### src/rtl/instr_fetch_unit.sv
// Fetch unit: owns the PC, reads instruction memory over READ/BUSYWAIT,
// holds words for decode. Optional wait counter: define IFU_STALL_CNT_EN.
module instr_fetch_unit #(
    parameter logic [31:0] RESET_PC = 32'h0000_0000
) (
    input  logic        CLK,
    input  logic        RESET,
    output logic        IMEM_READ,
    output logic [31:0] IMEM_ADDRESS,
    input  logic [31:0] IMEM_READDATA,
    input  logic        IMEM_BUSYWAIT,
    output logic [31:0] PC_OUT,
    output logic [31:0] INSTRUCTION,
    output logic        INSTR_VALID,
    input  logic        STALL,
    input  logic        BRANCH_TAKEN,
    input  logic [31:0] BRANCH_TARGET,
    output logic [15:0] STALL_CYCLES
);

    localparam logic [1:0] IDLE  = 2'd0;
    localparam logic [1:0] FETCH = 2'd1;
    localparam logic [1:0] VALID = 2'd2;

    logic [1:0]  state_q, state_d;
    logic [31:0] pc_q, pc_d;
    logic [31:0] instr_q, instr_d;
    logic        valid_q, valid_d;

    logic        fetch_done;
    logic        consume;
    logic [31:0] pc_seq;
    logic [31:0] pc_tgt;

    assign fetch_done = (state_q == FETCH) && !IMEM_BUSYWAIT;
    assign consume    = (state_q == VALID) && !STALL;
    assign pc_seq     = pc_q + 32'd4;
    // Low target bits are dropped so every fetch stays word-aligned.
    assign pc_tgt     = BRANCH_TARGET & 32'hFFFF_FFFC;

    always_comb begin
        state_d = state_q;
        pc_d    = pc_q;
        instr_d = instr_q;
        valid_d = valid_q;
        case (state_q)
            IDLE: begin
                state_d = FETCH;
                valid_d = 1'b0;
            end
            FETCH: begin
                if (fetch_done) begin
                    instr_d = IMEM_READDATA;
                    valid_d = 1'b1;
                    state_d = VALID;
                end
            end
            VALID: begin
                if (consume) begin
                    pc_d    = BRANCH_TAKEN ? pc_tgt : pc_seq;
                    valid_d = 1'b0;
                    state_d = FETCH;
                end
            end
            default: begin
                state_d = IDLE;
                valid_d = 1'b0;
            end
        endcase
    end

    always_ff @(posedge CLK or negedge RESET) begin
        if (!RESET) begin
            state_q <= IDLE;
            pc_q    <= RESET_PC;
            instr_q <= 32'h0000_0000;
            valid_q <= 1'b0;
        end else begin
            state_q <= state_d;
            pc_q    <= pc_d;
            instr_q <= instr_d;
            valid_q <= valid_d;
        end
    end

    assign IMEM_READ    = (state_q == FETCH);
    assign IMEM_ADDRESS = pc_q;
    assign PC_OUT       = pc_q;
    assign INSTRUCTION  = instr_q;
    assign INSTR_VALID  = valid_q;

`ifdef IFU_STALL_CNT_EN
    logic [15:0] stall_cnt_q, stall_cnt_d;

    // Saturating count of wait cycles seen while a fetch is outstanding.
    always_comb begin
        stall_cnt_d = stall_cnt_q;
        if ((state_q == FETCH) && IMEM_BUSYWAIT &&
            (stall_cnt_q != 16'hFFFF))
            stall_cnt_d = stall_cnt_q + 16'd1;
    end

    always_ff @(posedge CLK or negedge RESET) begin
        if (!RESET)
            stall_cnt_q <= 16'h0000;
        else
            stall_cnt_q <= stall_cnt_d;
    end

    assign STALL_CYCLES = stall_cnt_q;
`else
    assign STALL_CYCLES = 16'h0000;
`endif

endmodule

### config.mk
export PLATFORM = sky130hd
export DESIGN_NAME = instr_fetch_unit
export DESIGN_NICKNAME = d
export VERILOG_FILES = /design/src/rtl/instr_fetch_unit.sv
export SDC_FILE = /design/constraint.sdc
export NUM_CORES = 1
export LEC_CHECK = 0
export BUFFER_PORTS_ARGS = -buffer_cell sky130_fd_sc_hd__buf_2
export CELL_PAD_IN_SITES_DETAIL_PLACEMENT = 1
export CELL_PAD_IN_SITES_GLOBAL_PLACEMENT = 1
export CORE_MARGIN = 4
export CORE_UTILIZATION = 34
export CTS_CLUSTER_SIZE = 20
export DETAILED_ROUTE_END_ITERATION = 10
export PLACE_DENSITY = 0.9
export SETUP_SLACK_MARGIN = 0.15
export SKIP_CTS_REPAIR_TIMING = 1
export SYNTH_ARGS = -nofsm -noshare
export SYNTH_HDL_FRONTEND = slang
export SYNTH_SLANG_ARGS = --single-unit
### constraint.sdc
create_clock -name CLK -period 2 [get_ports CLK]
set_input_delay 0.2 -clock CLK [delete_from_list [all_inputs] [get_ports CLK]]
set_output_delay 0.2 -clock CLK [all_outputs]
set_load 0.03 [all_outputs]
# Word level (Yosys, flattened, before mapping)
# Index checks and enable logic that the tools add are counted.
# classes
n_reduce_logical,8
n_addsub,1
eq_ne,4
n_mux,7
# ops
cell,count
$add A32 B3 Y32 const B,1
$mux W32,1
$pmux W2 S3,1
$reduce_and A2 Y1,3
$mux W2,2
$eq A2 B1 Y1 const B,1
$eq A2 B2 Y1 const B,1
$logic_and A1 B1 Y1,2
$logic_not A1 Y1,2
$logic_not A2 Y1,1
$mux W1,2
$ne A2 B1 Y1 const B,1
$ne A2 B2 Y1 const B,1
$pmux W1 S2,1
# word_totals
register_bits,67
out_inout_bits,114
input_bits,69
elab_cells,24

# Logic depth before layout (Yosys ltp)
# Gate-level depths: netlist (run 1).
# logic_depth
ltp_word,4
mapped_depth,6
mapped_depth_nobuf,5

# Worst setup path after synthesis (run 1)
# OpenSTA, ideal clock, no wires.
# synth_timing
path_type,flip-flop to flip-flop
start,"register pc_q[2], in the netlist IMEM_ADDRESS[2]"
end,"register pc_q[22], in the netlist IMEM_ADDRESS[22]"
arrival_ps,1926
path_slack_ps,-61
setup_ps,135
stages_incl_launch_ff,6
required_ps,1865
n_path_buf,0
cell_sequence,dfrtp_1 > ha_1 > nand3_1 > or4_4 > o311ai_2 > nand3_1
# synth_between
elab_chain_len,2
# synth_rtl
element,line_no,text
from (decl),26,"logic [31:0] pc_q, pc_d;"
from (signal assigned),80,pc_q <= pc_d;
$add A32 B3 Y32,37,assign pc_seq = pc_q + 32'd4;
$mux W32,60,pc_d = BRANCH_TAKEN ? pc_tgt : pc_seq;
# No other way between the ends.
# A chain may end at the register's enable or synchronous reset.

# Worst setup path in the final report (run 1)
# layout_timing
start,"register pc_q[5], in the netlist IMEM_ADDRESS[5]"
end,"register pc_q[18], in the netlist IMEM_ADDRESS[18]"
# Same word-level chain as after synthesis.

==> metrics.md, run 1 <==
| Metric | Value |
|---|---|
| Layout cells sized above 1 | `0.477` |
| Worst Hold Endpoint | `INSTRUCTION[5]` |
| Fill count | `around 1300` |
| Hold path startpoint | `IMEM_READDATA[5]` |
| Yosys top cell by area | `dfrtp_1` |
| Iteration-0 DRC Markers | `208` |
| Finished Layout Cells | `slightly below 700` |
| Initial Utilization | `0.352` |
| Maximum vdd ir drop | `roughly 0.00077 V` |
| Relative slew margins | `0.639` |
| First-pass GRT wire length | `a little over 20000 um` |
| Core ar. | `11000 um^2` |
| WL/cell | `19.5 um` |
| FF/Latch Area | `1640 um^2` |
| Setup CP Type | `reg -> reg` |
| DRC viols | `0` |
| #FFs+latches synth | `65` |
| WP data arrival | `2.05 ns` |
| Setup tns final | `0 ns` |
| Critical R2R Capture | `IMEM_ADDRESS[18]` |
| CP Launch Type | `flip-flop` |
| Clock transition at path regs | `~0.060 ns` |
| Setup-failing EPs final | `0` |
| Worst Hold Depth | `2` |
| Worst Reg2Reg Path Length in Cells | `5` |
| CP max FO | `9` |
| Synthesis-to-layout area growth | `31.2%` |
| Vias in the first global route | `3854` |
| Clk_skew | `0.00787 ns` |
| Synth top area cells | `dfrtp_1 (42%), buf_4 (9.7%), mux2_2 (9.3%)` |
| Total Routing Usage GR | `0.197` |
| Clock Tree Buf Depth | `2` |
| Number of flops mapped to enable cells by yosys | `0` |
| ANT cells | `0` |
| Drt first pass iters | `4` |
| Vias per cell | `approximately 5.4` |
| Post-synth cell types | `57` |
| DP HPWL | `10100 um` |
| GRT Residual Overflow | `0` |
| RSZ-0062 raised after global routing | `yes` |
| Minimum clock period | `1.83 ns` |
| Top cell type's share of synthesized area | `0.421` |
| Fmax | `around 0.55 GHz` |
| Final nets | `620` |
| Worst-margin pin slew | `about 0.54 ns` |
| Area after DPL | `4660 um^2` |
| Synth Instances | `401` |
| Gpl congestion | `0.844` |
| Total number of yosys warnings | `0` |
| MaxCap Viol Count | `0` |
| Period utilisation layout | `0.916` |
| Htree depth | `3` |
| Initial antenna violation count | `0` |
| Rows | `38` |
| Status | `completed` |
| DIE AREA | `13100 um^2` |
| Post-synth ARST share | `1.00` |
| Dpl cells | `668` |
| Final Max Slew Viols | `0` |
| Area of the multi-input gates | `1820 um^2` |
| Worst reg2reg setup slack | `0.17 ns` |
| Clk sinks | `65` |
| Seq/Total Area, Yosys | `0.421` |
| Die W | `115 um` |
| Hold WS | `approximately 0.10 ns` |
| LEAKAGE | `2.32 nW` |
| Total Power | `between 8 and 9 mW` |
| Final wirelength | `13500 um` |
| Power per cell area | `1670 nW/um^2` |
| Worst skew pair latency | `0.34 ns` |
| Largest net degree at the start of global routing | `49` |
| Root Buffer | `clkbuf_16` |
| # port buffers | `between 150 and 200` |
| Post-Syn Area | `3860 um^2` |
| Fin. Hold Viols | `0` |
| Crit end category | `flip-flop` |
| TritonCTS clock tree | `built` |
| Crit path required time | `2.22 ns` |
| Final Cell Area | `5070 um^2` |
| Remaining antenna violation count | `0` |
| Main synth FF type | `dfrtp_1` |
| Synthesized area per cell | `9.64 um^2` |
| Vias | `about 3800` |
| I/O pin cnt | `183` |
| Die height | `115 um` |
| Hold crit path type | `in -> reg` |
| R2r startpoint | `IMEM_ADDRESS[5]` |
| TritonCTS Buffers | `9` |
==> worst max-delay path by stage <==
stage / to / cells after the start / from / slack [ns]
final: IMEM_ADDRESS[18] / 5 / IMEM_ADDRESS[5] / 0.17
after global routing: IMEM_ADDRESS[29] / 6 / IMEM_ADDRESS[5] / 0.1
after CTS: IMEM_ADDRESS[22] / 5 / IMEM_ADDRESS[2] / 0.1
after detailed placement: IMEM_ADDRESS[22] / 5 / IMEM_ADDRESS[2] / 0.12
after global placement: IMEM_ADDRESS[22] / 5 / IMEM_ADDRESS[2] / 0.19
after floorplan: IMEM_ADDRESS[22] / 5 / IMEM_ADDRESS[12] / 0.15
==> routing by layer <==
metal / track usage / part of all wire
met5: 0 / 0
met4: 0.0903 / 0.026
met3: 0.0354 / 0.079
met2: 0.346 / 0.50
met1: 0.232 / 0.40
==> synthesized netlist by cell type, drive strengths merged (2+ instances only) <==
library cell,instances
a211oi,4
a311oi,3
a22oi,5
dfrtp,65
mux2,32
nor4,12
clkbuf,17
buf,58
nor2,22
nand2b,2
o22ai,3
or4,5
o32ai,3
a311o,4
nand3,19
a31oi,7
nor3,18
or3,7
o2bb2ai,3
or2,2
inv,11
and4,2
and3,7
o22a,2
nand2,17
nand4,14
a21oi,15
o21ai,22
==> power by group <==
group	leakage, nW	internal [mW]	switching (mW)	total (mW)
Combinational	1.43	1.45	2.93	4.38
Clock	0.139	0.963	0.590	1.55
Sequential	0.748	1.92	0.628	2.55
Total	2.32	4.34	4.15	8.48
==> sequential cells by signal, summed over array words and instances, names as in the netlist <==
name,cells
IMEM_ADDRESS,30
INSTR_VALID,1
INSTRUCTION,32
state_q,2
==> placed cells by master, fill, tap and decap left out, drive strengths merged, types with 4 or more instances in the layout <==
cell      n
o21ai    22
a211oi    4
clkbuf   11
nand4    14
nor3     18
nor4     12
conb     20
or4       5
nand2    17
a21oi    15
or3       7
nor2     22
and3      7
inv      11
dfrtp    65
mux2     32
nand3    19
buf     193
a31oi     7
a22oi     5
a311o     4
==> kinds of logic after synthesis <==
| logic type | count (synthesis) | share of synthesized area |
|---|---|---|
| muxes | 33 | 0.0959 |
| buffers and inverters | 86 | 0.136 |
| AOI/OAI and AO/OA | 83 | 0.145 |
| other | 1 | 0.000971 |
| and+or+nand+nor | 132 | 0.198 |
| DFF | 65 | 0.421 |
| adders and majority gates | 1 | 0.00324 |
==> critical path: stages, from the launching register on <==
cell and delay (ns):
dfrtp_2 0.45, nand4_4 0.18, buf_4 0.18, nor4_1 0.49, a41oi_1 0.19, o22a_1 0.21
==> layout make-up <==
class | count | area share
Clock buffer | 11 | 0.0459
Clock inverter | 5 | 0.0111
Multi-Input combinational cell | 269 | 0.360
Inverter | 11 | 0.00815
Timing Repair Buffer | 194 | 0.216
Sequential cell | 65 | 0.324
Tap cell | 140 | 0.0346
==> through the flow <==
step	utilization	worst slack, ns
3_5_place_dp	0.425	0.118
4_1_cts	0.451	0.0952
6_report	0.461	0.169
2_1_floorplan	-	0.152
5_1_grt	0.461	0.0978
3_3_place_gp	0.425	0.195
No activity file was read; power rests on OpenSTA's default activity.
==> run 2, diff against run 1 <==
--- a/config.mk
+++ b/config.mk
@@ -5,13 +5,14 @@
 export SDC_FILE = /design/constraint.sdc
 export NUM_CORES = 1
 export LEC_CHECK = 0
-export BUFFER_PORTS_ARGS = -buffer_cell sky130_fd_sc_hd__buf_2
+export BUFFER_PORTS_ARGS = -buffer_cell sky130_fd_sc_hd__buf_4
 export CELL_PAD_IN_SITES_DETAIL_PLACEMENT = 1
 export CELL_PAD_IN_SITES_GLOBAL_PLACEMENT = 1
 export CORE_MARGIN = 4
 export CORE_UTILIZATION = 34
 export CTS_CLUSTER_SIZE = 20
 export DETAILED_ROUTE_END_ITERATION = 10
+export HOLD_SLACK_MARGIN = 0.15
 export PLACE_DENSITY = 0.9
 export SETUP_SLACK_MARGIN = 0.15
 export SKIP_CTS_REPAIR_TIMING = 1
==> run 2 against run 1 <==
Compared with the run above: clock-buffer cell count is 1 lower; worst hold slack improved by 0.037 ns; power grew 8.5%; clock power up 3%; critical path depth is the same; final cell count is 4.2% higher; first-iteration DRC count shrank 11%; wire length grew 14%; register-to-register slack barely moved; critical endpoint is now IMEM_ADDRESS[22]; highest routed layer unchanged.
==> metrics.md, run 2 (same netlist as run 1, synthesis figures left out) <==
| Metric | Value |
|---|---|
| Rows | `38 (unchanged)` |
| GRT Residual Overflow | `0 (unchanged)` |
| I/O pin cnt | `183 (unchanged)` |
| Total Routing Usage GR | `0.203 (+0.00559)` |
| Clock transition at path regs | `0.06 ns (about the same)` |
| # port buffers | `160 (unchanged)` |
| Final nets | `649 (+4.7%)` |
| WL/cell | `21.3 um (+9.6%)` |
| Vias per cell | `5.45 (+0.15%)` |
| Final wirelength | `15500 um (+14%)` |
| DP HPWL | `10200 um (+0.93%)` |
| Fin worst setup slack | `0.157 ns (-0.0119 ns)` |
| Status | `completed` |
| Setup CP Type | `reg -> reg` |
| ANT cells | `0 (unchanged)` |
| Final Cell Area | `5780 um^2 (+14%)` |
| Clk sinks | `65 (unchanged)` |
| Crit path required time | `2.20 ns (-0.02 ns)` |
| Clock Tree Buf Depth | `2 (unchanged)` |
| Setup tns final | `0 ns (unchanged)` |
| Crit end category | `flip-flop` |
| Drt first pass iters | `4 (unchanged)` |
| Synthesis-to-layout area growth | `49.6%` |
| Finished Layout Cells | `724 (+4.2%)` |
| Minimum clock period | `1.84 ns (+0.0119 ns)` |
| Max reg flops | `32 (unchanged)` |
| CP Launch Type | `flip-flop` |
| Vias in the first global route | `3980 (+3.3%)` |
| Initial antenna violation count | `0 (unchanged)` |
| MaxCap Viol Count | `0 (unchanged)` |
| Period utilisation layout | `0.922 (+0.00593)` |
| Remaining antenna violation count | `0 (unchanged)` |
| DIE AREA | `13100 um^2 (unchanged)` |
| Die W | `115 um (unchanged)` |
| Final Max Slew Viols | `0 (unchanged)` |
| Hold crit path type | `in -> reg` |
| Power per cell area | `1590 nW/um^2 (-4.9%)` |
| First-pass GRT wire length | `21000 um (+3.6%)` |
| Fmax | `0.543 GHz (-0.64%)` |
| Htree depth | `3 (unchanged)` |
| Setup-failing EPs final | `0 (unchanged)` |
| CP max FO | `8 (-1)` |
| Area after DPL | `5060 um^2 (+8.6%)` |
| Most common cell after layout, fill and taps aside | `buf_4` |
| Clk_skew | `0.00867 ns (+0.000795 ns)` |
| Vias | `3948 (+4.3%)` |
| Largest net degree at the start of global routing | `66 (+35%)` |
| Worst slack at placement | `0.136 ns (+0.0183 ns)` |
| Worst skew pair latency | `0.34 ns (about the same)` |
| Relative slew margins | `0.601 (-0.0381)` |
| Core ar. | `11000 um^2 (unchanged)` |
| Initial Utilization | `0.352 (unchanged)` |
| WP data arrival | `2.04 ns (about the same)` |
| Layout cells sized above 1 | `0.449 (-0.0288)` |
| Worst-margin pin slew | `0.598 ns (+0.0614 ns)` |
| TritonCTS clock tree | `built` |
| TritonCTS Buffers | `9 (unchanged)` |
| Root Buffer | `clkbuf_16` |
| Most frequent cells in the layout | `buf_4 (184), dfrtp_1 (54), dlygate4sd3_1 (36)` |
| Final Util | `0.526 (+0.0650)` |
| RSZ-0062 raised after global routing | `yes` |
| Fill count | `1244 (-4.5%)` |
| Maximum vdd ir drop | `0.000809 V (+4.6%)` |
| DRC viols | `0 (unchanged)` |
| Iteration-0 DRC Markers | `185 (-11%)` |
| Fin. Hold Viols | `0 (unchanged)` |
| Die height | `115 um (unchanged)` |
| Gpl congestion | `0.825 (-2.3%)` |
| LEAKAGE | `2.57 nW (+11%)` |
| Dpl cells | `668 (unchanged)` |
[run 2: cell count changes in the layout (fill, tap and decap cells not counted), moves of 2 or more]
cell,delta
buf_2,-160
clkinv_2,-2
nand3_2,+2
clkinvlp_4,+3
buf_4,+154
dlygate4sd3_1,+35
[run 2: worst max-delay path, stage by stage, from the launching register on]
cell and delay, ns:
dfrtp_2 0.43, ha_2 0.28, nand3_4 0.15, or4_4 0.46, o311ai_2 0.27, nand3_1 0.12
[run 2: path summary, 6_finish.rpt]
| kind | from | end | slack, ns | cells after the start |
|---|---|---|---|---|
| min in group asynchronous | RESET | IMEM_ADDRESS[12] | 0.41 | 3 |
| min reg2reg | INSTRUCTION[20] | INSTRUCTION[20] | 0.51 | 1 |
| min | BRANCH_TARGET[28] | IMEM_ADDRESS[28] | 0.14 | 3 |
| max reg2reg | IMEM_ADDRESS[2] | IMEM_ADDRESS[22] | 0.16 | 5 |
| max | IMEM_ADDRESS[2] | IMEM_ADDRESS[22] | 0.16 | 5 |
| max in group asynchronous | RESET | IMEM_ADDRESS[5] | 1.29 | 3 |
[run 2: final cells by class]
type | count | area, um^2 | share of cell area
Sequential cell | 65 | 1640 | 0.284
Multi-Input combinational cell | 269 | 1830 | 0.316
Tap cell | 140 | 175 | 0.0303
Inverter | 11 | 41.3 | 0.00714
Clock inverter | 6 | 68.8 | 0.0119
Clock buffer | 10 | 229 | 0.0396
Timing Repair Buffer | 223 | 1800 | 0.312
[run 2: routing by layer]
layer | global-route usage | share of wire | up-vias
met5 | 0 | 0 | -
met4 | 0.0665 | 0.016 | 0
met3 | 0.0460 | 0.080 | 23
met2 | 0.359 | 0.51 | 188
met1 | 0.241 | 0.40 | 1964
li1 | - | - | 1773
[run 2: report_power, final]
part,total (mW),internal [mW],switching [mW]
clock network,1.60,0.967,0.629
registers,2.63,1.92,0.713
logic,4.97,1.93,3.04
[run 2: through the flow]
| stage | hold slack [ns] | power, mW |
|---|---|---|
| 5_1_grt | 0.163 | 9.64 |
| 3_3_place_gp | 0.226 | 7.15 |
| 3_5_place_dp | 0.230 | 7.38 |
| 4_1_cts | -0.126 | 9.00 |
| 2_1_floorplan | -0.0956 | 5.62 |
| 6_report | 0.141 | 9.20 |
==> run 3, diff against run 2 <==
--- a/config.mk
+++ b/config.mk
@@ -7,9 +7,10 @@
 export LEC_CHECK = 0
 export BUFFER_PORTS_ARGS = -buffer_cell sky130_fd_sc_hd__buf_4
 export CELL_PAD_IN_SITES_DETAIL_PLACEMENT = 1
-export CELL_PAD_IN_SITES_GLOBAL_PLACEMENT = 1
+export CELL_PAD_IN_SITES_GLOBAL_PLACEMENT = 2
 export CORE_MARGIN = 4
-export CORE_UTILIZATION = 34
+export CORE_UTILIZATION = 27
+export CTS_BUF_LIST = sky130_fd_sc_hd__clkbuf_16
 export CTS_CLUSTER_SIZE = 20
 export DETAILED_ROUTE_END_ITERATION = 10
 export HOLD_SLACK_MARGIN = 0.15
==> run 3 against run 2 <==
Compared with the run above: worst setup slack gained 0.022 ns; critical path type unchanged; flip-flop and latch count is the same; largest cell class unchanged; clock power down 13%; critical path depth down 1.
==> metrics.md, run 3 (same netlist as run 1, synthesis figures left out) <==
| Metric | Value |
|---|---|
| Remaining antenna violation count | `0 (unchanged)` |
| Fill count | `1570 (+26%)` |
| # port buffers | `160 (unchanged)` |
| Synthesis-to-layout area growth | `50.1%` |
| WL/cell | `18.5 um (-13%)` |
| Status | `completed` |
| Clk sinks | `65 (unchanged)` |
| DIE AREA | `16300 um^2 (+24%)` |
| GRT Residual Overflow | `0 (unchanged)` |
| ANT cells | `0 (unchanged)` |
| WP data arrival | `2.01 ns (-0.03 ns)` |
| Gpl congestion | `0.833 (+0.99%)` |
| Die W | `128 um (+11%)` |
| RSZ-0062 raised after global routing | `yes` |
| Met2 global-route usage | `0.260 (-0.0994)` |
| Max reg flops | `32 (unchanged)` |
| Worst-margin pin slew | `0.575 ns (-0.0229 ns)` |
| Final Util | `0.416 (-0.110)` |
| FF/Latch Area | `1640 um^2 (about the same)` |
| Initial Utilization | `0.277 (-0.0745)` |
| Relative slew margins | `0.617 (+0.0157)` |
| LEAKAGE | `2.58 nW (+0.37%)` |
| Hold crit path type | `in -> reg` |
| Clock Tree Buf Depth | `2 (unchanged)` |
| Largest net degree at the start of global routing | `41 (-38%)` |
| Vias in the first global route | `3769 (-5.3%)` |
| Area of the multi-input gates | `1820 um^2 (-0.21%)` |
| Layout cells sized above 1 | `0.444 (-0.00475)` |
| Setup tns final | `0 ns (unchanged)` |
| Worst path bufs/invs | `0 (unchanged)` |
| Crit path required time | `2.19 ns (about the same)` |
| Worst skew pair latency | `0.32 ns (-0.02 ns)` |
| Vias per cell | `5.01 (-8.2%)` |
| Minimum clock period | `1.82 ns (-0.0222 ns)` |
| Most common cell after layout, fill and taps aside | `buf_4` |
| Met1 Usage GRT | `0.203 (-0.0388)` |
| CP max FO | `10 (+2)` |
| I/O pin cnt | `183 (unchanged)` |
| DP HPWL | `10100 um (-0.86%)` |
| Slowest stage delay, CP | `0.60 ns (+0.14 ns)` |
| Setup-failing EPs final | `0 (unchanged)` |
| TritonCTS Buffers | `9 (unchanged)` |
| Crit path cell chain | `nand3_2 -> or4_4 -> o311ai_2 -> nand3_1` |
| Fin. Hold Viols | `0 (unchanged)` |
| Htree depth | `3 (unchanged)` |
| Final wirelength | `14200 um (-8.2%)` |
| Iteration-0 DRC Markers | `179 (-3.2%)` |
| Clk_skew | `0.00707 ns (-0.00160 ns)` |
| Vias | `3846 (-2.6%)` |
| Die height | `128 um (+11%)` |
| Most frequent cells in the layout | `buf_4 (189), dfrtp_1 (55), dlygate4sd3_1 (37)` |
| Power per cell area | `1520 nW/um^2 (-4.3%)` |
| Clock transition at path regs | `0.06 ns (about the same)` |
| Crit end category | `flip-flop` |
| DRC viols | `0 (unchanged)` |
| Root Buffer | `clkbuf_16` |
| Fmax | `0.549 GHz (+1.2%)` |
| First-pass GRT wire length | `20300 um (-3.3%)` |
| Top Usage Layer GRT | `met2` |
| Initial antenna violation count | `0 (unchanged)` |
| Global-route track usage on met3 | `0.0401 (-0.00585)` |
| Final Max Slew Viols | `0 (unchanged)` |
| Maximum vdd ir drop | `0.000571 V (-29%)` |
| CP Launch Type | `flip-flop` |
| Final nets | `653 (+0.62%)` |
| Family with the most delay on the worst path | `simple AND/OR/NAND/NOR gates` |
| Worst reg2reg setup slack | `0.18 ns (+0.02 ns)` |
| TritonCTS clock tree | `built` |
| Rows | `43 (+13%)` |
| Drt first pass iters | `4 (unchanged)` |
| Total Routing Usage GR | `0.157 (-0.0458)` |
| Period utilisation layout | `0.910 (-0.0111)` |
| Setup CP Type | `reg -> reg` |
| Core ar. | `13900 um^2 (+27%)` |
| CP max stage cell | `or4_4` |
| MaxCap Viol Count | `0 (unchanged)` |
==> run 3: per-stage QoR <==
stage	hold slack (ns)	worst slack, ns	std cells	total power [mW]	instance area, um^2
6_report	0.148	0.179	768	8.83	5800
3_5_place_dp	0.227	0.0871	715	7.36	5140
3_3_place_gp	0.229	0.119	715	7.24	5140
2_1_floorplan	-0.0956	0.152	420	5.62	3960
5_1_grt	0.155	0.127	768	9.33	5800
4_1_cts	-0.123	0.0716	731	8.78	5410
==> run 3: power by group <==
| part | internal (mW) | switching [mW] | total [mW] | leakage, nW |
|---|---|---|---|---|
| clock network | 0.822 | 0.565 | 1.39 | 0.126 |
| registers | 1.92 | 0.627 | 2.55 | 0.750 |
| logic | 1.95 | 2.95 | 4.90 | 1.70 |
| total | 4.69 | 4.15 | 8.83 | 2.58 |
==> run 3: worst paths after layout <==
| kind | end | start | depth (start not counted) |
|---|---|---|---|
| worst max-delay path | IMEM_ADDRESS[22] | IMEM_ADDRESS[14] | 4 |
| worst min-delay path | IMEM_ADDRESS[28] | BRANCH_TARGET[28] | 3 |
| worst max register to register | IMEM_ADDRESS[22] | IMEM_ADDRESS[14] | 4 |
| worst min register to register | INSTRUCTION[22] | INSTRUCTION[22] | 1 |
| max in group asynchronous | INSTRUCTION[17] | RESET | 3 |
| min in group asynchronous | INSTRUCTION[21] | RESET | 2 |
==> run 3: routing by layer <==
| layer | up-vias | share of wire |
|---|---|---|
| met5 | - | 0 |
| met4 | 0 | 0.010 |
| met3 | 9 | 0.074 |
| met1 | 1903 | 0.44 |
| li1 | 1780 | - |
| met2 | 154 | 0.48 |
==> run 3: cell type report <==
| cell class | instances | area share |
|---|---|---|
| sequential | 65 | 0.283 |
| inverter | 11 | 0.00712 |
| multi-input combinational | 269 | 0.314 |
| clock inverter | 7 | 0.00647 |
| timing repair buffer | 227 | 0.312 |
| tap | 180 | 0.0388 |
| clock buffer | 9 | 0.0388 |
==> run 3: tightest hold or removal path: stages <==
cell and delay [ns]:
buf_4 0.09, a31oi_1 0.07, nand3_1 0.08
